--- src/rtl/attention_rowmax_tile_if.sv ---
// attention_rowmax_tile_if: scaled-score read port (upstream)
// and row-max read port (downstream) of attention_rowmax_tile.
interface attention_rowmax_tile_if #(
  parameter int T = 4
);
  localparam int AW = $clog2(T);

  logic          s_rd_en;
  logic          s_rd_re;
  logic [AW-1:0] s_rd_row;
  logic [AW-1:0] s_rd_col;
  logic [31:0]   s_rd_rdata;
  logic          s_rd_rvalid;
  logic          m_rd_re;
  logic [AW-1:0] m_rd_row;
  logic [31:0]   m_rd_rdata;
  logic          m_rd_rvalid;

  modport master (
    output s_rd_en,
    output s_rd_re,
    output s_rd_row,
    output s_rd_col,
    input  s_rd_rdata,
    input  s_rd_rvalid,
    input  m_rd_re,
    input  m_rd_row,
    output m_rd_rdata,
    output m_rd_rvalid
  );

  modport slave (
    input  s_rd_en,
    input  s_rd_re,
    input  s_rd_row,
    input  s_rd_col,
    output s_rd_rdata,
    output s_rd_rvalid,
    output m_rd_re,
    output m_rd_row,
    input  m_rd_rdata,
    input  m_rd_rvalid
  );
endinterface

--- src/rtl/attention_rowmax_tile.sv ---
// attention_rowmax_tile: per-row FP32 maximum of the scaled
// score tile, optional causal mask, NaN rows forced to qNaN.
module attention_rowmax_tile #(
  parameter int T      = 4,
  parameter int DATA_W = 32,
  parameter bit CAUSAL = 1'b0
) (
  input  logic clk,
  input  logic rst_n,
  input  logic start,
  output logic busy,
  output logic done,
  output logic M_valid,
  attention_rowmax_tile_if.master ifc
);
  localparam int AW = $clog2(T);
  localparam logic [1:0] S_IDLE = 2'd0;
  localparam logic [1:0] S_REQ  = 2'd1;
  localparam logic [1:0] S_WAIT = 2'd2;
  localparam logic [1:0] S_FIN  = 2'd3;
  localparam logic [AW-1:0] LAST = AW'(T - 1);
  localparam logic [DATA_W-1:0] QNAN = DATA_W'(32'h7FC0_0000);

  logic [1:0]        state;
  logic [AW-1:0]     row;
  logic [AW-1:0]     col;
  logic [DATA_W-1:0] run_max;
  logic              run_nan;
  logic              mv_q;
  logic [DATA_W-1:0] mem [T];

  logic              accept;
  logic              row_end;
  logic              pass_end;
  logic              in_nan;
  logic              take;
  logic              res_nan;
  logic [DATA_W-1:0] new_max;
  logic [DATA_W-1:0] row_res;

  function automatic logic [DATA_W-1:0] okey(
    input logic [DATA_W-1:0] v
  );
    return v[DATA_W-1] ? ~v
                       : v ^ {1'b1, {(DATA_W-1){1'b0}}};
  endfunction

  // element acceptance and next running max / NaN state
  always_comb begin
    accept   = (state == S_WAIT) && ifc.s_rd_rvalid;
    row_end  = CAUSAL ? (col == row) : (col == LAST);
    pass_end = row_end && (row == LAST);
    in_nan   = (&ifc.s_rd_rdata[30:23])
            && (|ifc.s_rd_rdata[22:0]);
    take     = (col == '0)
            || (okey(ifc.s_rd_rdata) > okey(run_max));
    new_max  = take ? ifc.s_rd_rdata : run_max;
    res_nan  = run_nan || in_nan;
    row_res  = res_nan ? QNAN : new_max;
  end

  // status and upstream request outputs decoded from state
  always_comb begin
    busy         = (state == S_REQ) || (state == S_WAIT);
    done         = (state == S_FIN);
    M_valid      = mv_q;
    ifc.s_rd_en  = busy;
    ifc.s_rd_re  = (state == S_REQ);
    ifc.s_rd_row = row;
    ifc.s_rd_col = col;
  end

  // pass sequencing, scan counters and running row state
  always_ff @(posedge clk or negedge rst_n) begin
    if (!rst_n) begin
      state   <= S_IDLE;
      row     <= '0;
      col     <= '0;
      run_max <= '0;
      run_nan <= 1'b0;
      mv_q    <= 1'b0;
    end else begin
      unique case (state)
        S_IDLE: begin
          if (start) begin
            state   <= S_REQ;
            row     <= '0;
            col     <= '0;
            run_max <= '0;
            run_nan <= 1'b0;
            mv_q    <= 1'b0;
          end
        end
        S_REQ: state <= S_WAIT;
        S_WAIT: begin
          if (accept) begin
            if (row_end) begin
              run_max <= '0;
              run_nan <= 1'b0;
              col     <= '0;
              row     <= pass_end ? '0 : row + 1'b1;
            end else begin
              run_max <= new_max;
              run_nan <= res_nan;
              col     <= col + 1'b1;
            end
            if (pass_end) begin
              state <= S_FIN;
              mv_q  <= 1'b1;
            end else begin
              state <= S_REQ;
            end
          end
        end
        S_FIN: state <= S_IDLE;
        default: state <= S_IDLE;
      endcase
    end
  end

  // row-max buffer: one write per finished row
  always_ff @(posedge clk or negedge rst_n) begin
    if (!rst_n) begin
      for (int i = 0; i < T; i++) mem[i] <= '0;
    end else if (accept && row_end) begin
      mem[row] <= row_res;
    end
  end

  // registered row-max read, serviced in every state
  always_ff @(posedge clk or negedge rst_n) begin
    if (!rst_n) begin
      ifc.m_rd_rdata  <= '0;
      ifc.m_rd_rvalid <= 1'b0;
    end else begin
      ifc.m_rd_rvalid <= ifc.m_rd_re;
      if (ifc.m_rd_re) begin
        ifc.m_rd_rdata <= (int'(ifc.m_rd_row) < T)
                        ? mem[ifc.m_rd_row] : '0;
      end
    end
  end
endmodule

--- src/flat_wrapper.sv ---
// flat-port wrapper written by rule: the top's interface ports become plain ports
module attention_rowmax_tile_flat 
#(
  parameter int T      = 4,
  parameter int DATA_W = 32,
  parameter bit CAUSAL = 1'b0
)
  (clk, rst_n, start, busy, done, M_valid, ifc_s_rd_en, ifc_s_rd_re, ifc_s_rd_row, ifc_s_rd_col, ifc_s_rd_rdata, ifc_s_rd_rvalid, ifc_m_rd_re, ifc_m_rd_row, ifc_m_rd_rdata, ifc_m_rd_rvalid);
  attention_rowmax_tile_if #(.T(T)) ifc_i ();
  input  logic clk;
  input  logic rst_n;
  input  logic start;
  output logic busy;
  output logic done;
  output logic M_valid;
  output wire logic [$bits(ifc_i.s_rd_en)-1:0] ifc_s_rd_en;
  output wire logic [$bits(ifc_i.s_rd_re)-1:0] ifc_s_rd_re;
  output wire logic [$bits(ifc_i.s_rd_row)-1:0] ifc_s_rd_row;
  output wire logic [$bits(ifc_i.s_rd_col)-1:0] ifc_s_rd_col;
  input wire logic [$bits(ifc_i.s_rd_rdata)-1:0] ifc_s_rd_rdata;
  input wire logic [$bits(ifc_i.s_rd_rvalid)-1:0] ifc_s_rd_rvalid;
  input wire logic [$bits(ifc_i.m_rd_re)-1:0] ifc_m_rd_re;
  input wire logic [$bits(ifc_i.m_rd_row)-1:0] ifc_m_rd_row;
  output wire logic [$bits(ifc_i.m_rd_rdata)-1:0] ifc_m_rd_rdata;
  output wire logic [$bits(ifc_i.m_rd_rvalid)-1:0] ifc_m_rd_rvalid;
  assign ifc_s_rd_en = ifc_i.s_rd_en;
  assign ifc_s_rd_re = ifc_i.s_rd_re;
  assign ifc_s_rd_row = ifc_i.s_rd_row;
  assign ifc_s_rd_col = ifc_i.s_rd_col;
  assign ifc_i.s_rd_rdata = ifc_s_rd_rdata;
  assign ifc_i.s_rd_rvalid = ifc_s_rd_rvalid;
  assign ifc_i.m_rd_re = ifc_m_rd_re;
  assign ifc_i.m_rd_row = ifc_m_rd_row;
  assign ifc_m_rd_rdata = ifc_i.m_rd_rdata;
  assign ifc_m_rd_rvalid = ifc_i.m_rd_rvalid;
  attention_rowmax_tile #(.T(T), .DATA_W(DATA_W), .CAUSAL(CAUSAL)) u_core (.clk(clk), .rst_n(rst_n), .start(start), .busy(busy), .done(done), .M_valid(M_valid), .ifc(ifc_i));
endmodule
--- config.mk ---
export PLATFORM = sky130hd
export DESIGN_NAME = attention_rowmax_tile_flat
export DESIGN_NICKNAME = d
export VERILOG_FILES = /design/src/rtl/attention_rowmax_tile_if.sv /design/src/rtl/attention_rowmax_tile.sv /design/src/flat_wrapper.sv
export SDC_FILE = /design/constraint.sdc
export NUM_CORES = 1
export LEC_CHECK = 0
export CORE_MARGIN = 5
export CORE_UTILIZATION = 50
export DETAILED_ROUTE_END_ITERATION = 12
export PLACE_DENSITY = 0.78
export SYNTH_ARGS = -nofsm -noshare
export SYNTH_HDL_FRONTEND = slang
export SYNTH_SLANG_ARGS = --single-unit
--- constraint.sdc ---
create_clock -name clk -period 8.1 [get_ports clk]
set_clock_uncertainty 0.2 [all_clocks]
set_input_delay 0.81 -clock clk [delete_from_list [all_inputs] [get_ports clk]]
set_output_delay 0.81 -clock clk [all_outputs]
set_load 0.02 [all_outputs]
==> out/results.tsv <==
stage	metric	value	unit
cells_and_area	n_diodes	0	
cells_and_area	most frequent cells in the layout	dfrtp_1 (200), nand2_1 (114), o21ai_0 (84)	
logic_synthesis	post-synthesis sequential area ratio	51.2	%
critical_path	Worst setup EP type	flip-flop	
timing	RSZ-0062 raised after global routing	false	
flow_run	max_cap viols	0	
critical_path	crit path DAT	4.66	ns
clocking	clk sink count	201	
drt	Antenna Nets Post-Route	0	
cells_and_area	filler instances	1589	
clocking	root buffer cell	clkbuf_16	
floorplanning	Die Y	150	um
logic_synthesis	asr flop ratio synth	100	%
grt	grt ovf	0	
logic_synthesis	Simple-Gate Fraction of Synth Area	8.60	%
drt	post-route DRC violation count	0	
grt	first-pass GRT wire length	37.8	mm
timing	tightest hold margin	0.198	ns
placed_design	HPWL after DPL	14.7	mm
grt	largest net degree at the start of global routing	122	
timing	final cycle utilization of the critical path	55.2	%
logic_synthesis	top_reg_cell synth	dfrtp_1	
clocking	CTS H-Tree Depth	1	
timing	fmax	224	MHz
logic_synthesis	Yosys reg bits	201	
timing	setup TNS	0	ns
drt	drt pass-1 iters	5	
floorplanning	top-level I/O count	81	
grt	grt peak-use layer	met2	
floorplanning	Cell Rows	51	
clocking	postcts setup bufs	0	
logic_synthesis	EDFF count, synth	0	
timing	Final Max Slew Viols	0	
clocking	later-pin clock latency in the skew report	0.52	ns
cells_and_area	share of layout cells above drive strength 1	12.2	%
logic_synthesis	Post-Synth Adder-Cell Area	5.48	%
status	outcome	finished, final reports clean	
placed_design	GPL Wtd Cong	0.820	
critical_path	CP Launch Type	flip-flop	
cells_and_area	commonest non-fill, non-tap cell in the layout	dfrtp_1	
logic_synthesis	YS warnings	0	
min_path	Hold Path Class	input pin to asynchronous set/reset pin	
drt	wirelength, routed	23.0	mm
critical_path	Crit path required time	8.29	ns
floorplanning	Die ar.	22500	um2
logic_synthesis	Synth Area in Compound Gates	12.1	%
logic_synthesis	Mapped Nets	945	
clocking	Max clock buf depth	3	
grt	vias in the first global route	7151	
grt	met3 Resource Use GR	3.19	%
clocking	PostCTS Resize Cnt	0	
logic_synthesis	Avg Cell Area, Syn	11.4	um2
timing	count of final hold-check violations	0	
grt	initial antenna violation count	0	
floorplanning	Core Footprint	19400	um2
logic_synthesis	Synth cell types	39	
clocking	Reg clk slew, reported paths	0.06	ns
power	Leak Pwr	5.08	nW
logic_synthesis	post-synth top area cell	dfrtp_1	
timing	relative slew slack	21.7	%
drt	drt initial violations	490	
clocking	Hold Buf Count CTS	0	
logic_synthesis	Synth Instances	863	
logic_synthesis	largest family of logic cells by synthesized area	multiplexers	
power	peak supply drop	328	uV
critical_path	critical path class	flip-flop to flip-flop	
floorplanning	Die Wd	150	um
clocking	TritonCTS buffer count	22	
power	power per cell area	283	nW/um2
logic_synthesis	mux share of post-synthesis cell area	14.4	%
critical_path	maximum fanout along the worst path	34	
timing	minimum clock period	4.47	ns
logic_synthesis	Yosys top cell area share	51.2	%
grt	met2 usage	33.9	%
drt	Via density	5.70	
grt	met1 Use GR	29.7	%
timing	setup slack after layout	3.63	ns
logic_synthesis	Area contributors post-synth	dfrtp_1 (51%), mux4_2 (7.3%), ha_1 (5.5%), nand2_1 (4.4%), o21ai_0 (4.3%)	
drt	routed vias	6866	
cells_and_area	Final nets	1005	
logic_synthesis	post-synthesis cell area	9820	um2
timing	measured slew at the worst slew-check pin	1.17	ns
cells_and_area	area delta synth->final	17.2	%
floorplanning	initial core utilization	50.6	%
placed_design	pre-CTS WS	3.15	ns
drt	Routed wire per std cell	19.1	um
logic_synthesis	Synth Area in XOR/XNOR	5.53	%
clocking	CTS tree	yes	
grt	Total Routing Usage GR	20.9	%
timing	Setup Viol. Count Final	0	
placed_design	I/O Buffers	80	
layer usage:
layer	part of all wire [%]	routed length (um)
met5	0	0
met4	2.7	618
met3	5.4	1250
met2	47	10800
met1	45	10300
power by group:
part           switching [mW]  total (mW)  leakage, nW  internal (mW)
clock                   0.402       0.994        0.369          0.592
combinational           0.553        1.02         1.92          0.462
sequential              0.131        1.24         2.79           1.11
total                    1.09        3.25         5.08           2.17
logic make-up after synthesis:
logic type	Yosys count
AO/OA/AOI/OAI	199
XOR/XNOR	62
adder cells (fa/ha/maj)	43
buffers and inverters	60
flip-flops	201
multiplexers	97
AND/OR/NAND/NOR	201
worst max-delay path: stages, from the launching register on:
cell and delay [ns]:
dfrtp_2 0.96, xnor2_1 0.19, ha_1 0.36, nand4_1 0.18
nor4_1 0.68, nand2_1 0.20, a32oi_4 0.22, buf_4 0.52
nor2_2 0.27, buf_4 0.28, a22o_1 0.25
cell type report:
class / instances / area (um2) / share of cell area [%]
Inverter: 9 / 33.8 / 0.294
Timing Repair Buffer: 87 / 847 / 7.36
Clock buffer: 35 / 699 / 6.08
Sequential cell: 201 / 5030 / 43.7
Clock inverter: 5 / 40.0 / 0.348
Multi-Input combinational cell: 602 / 4520 / 39.3
Tap cell: 265 / 332 / 2.88
cells in the mapped netlist, drive strengths merged, types with 2 or more instances:
cell type / number
xor2: 31
nand3: 6
o21ai: 101
nand2b: 2
a211oi: 2
a21oi: 51
mux2i: 33
o211ai: 2
nor2b: 3
a21o: 2
dfrtp: 201
nor2: 49
nor4: 6
ha: 43
buf: 18
nor3: 2
a2111oi: 2
nand4: 12
mux4: 32
nand2: 114
xnor2: 31
and2: 4
mux2: 32
inv: 9
a22o: 33
clkbuf: 33
flip-flops by register name, summed over array words and instances, names as in the netlist:
register and flops:
u_core.state 2, u_core.M_valid 1, u_core.run_nan 1, u_core.ifc.m_rd_rvalid 1, u_core.ifc.s_rd_row 2, u_core.ifc.s_rd_col 2, u_core.ifc.m_rd_rdata 32, u_core.mem 128
u_core.run_max 32
path summary, 6_finish.rpt:
check | from | end | slack (ns) | cells past startpoint
max in group asynchronous | rst_n | u_core.run_max[15]$_DFFE_PN0P_ | 5.97 | 2
hold reg to reg | u_core.mem[72]$_DFFE_PN0P_ | u_core.mem[72]$_DFFE_PN0P_ | 0.28 | 2
hold / removal | rst_n | u_core.mem[40]$_DFFE_PN0P_ | 0.20 | 1
setup reg to reg | u_core.run_max[31]$_DFFE_PN0P_ | u_core.run_max[15]$_DFFE_PN0P_ | 3.63 | 10
min in group clk | u_core.mem[72]$_DFFE_PN0P_ | u_core.mem[72]$_DFFE_PN0P_ | 0.28 | 2
setup / recovery | u_core.run_max[31]$_DFFE_PN0P_ | u_core.run_max[15]$_DFFE_PN0P_ | 3.63 | 10
metrics by stage:
step	power (mW)	area, um2	utilization [%]	instances
4_1_cts	3.27	11500	59.3	1204
2_1_floorplan	2.01	9820	-	863
3_5_place_dp	2.26	10800	55.5	1164
3_3_place_gp	2.24	10800	55.5	1164
5_1_grt	3.44	11500	59.3	1204
6_report	3.25	11500	59.3	1204
Power figures use the tool's default switching activity.
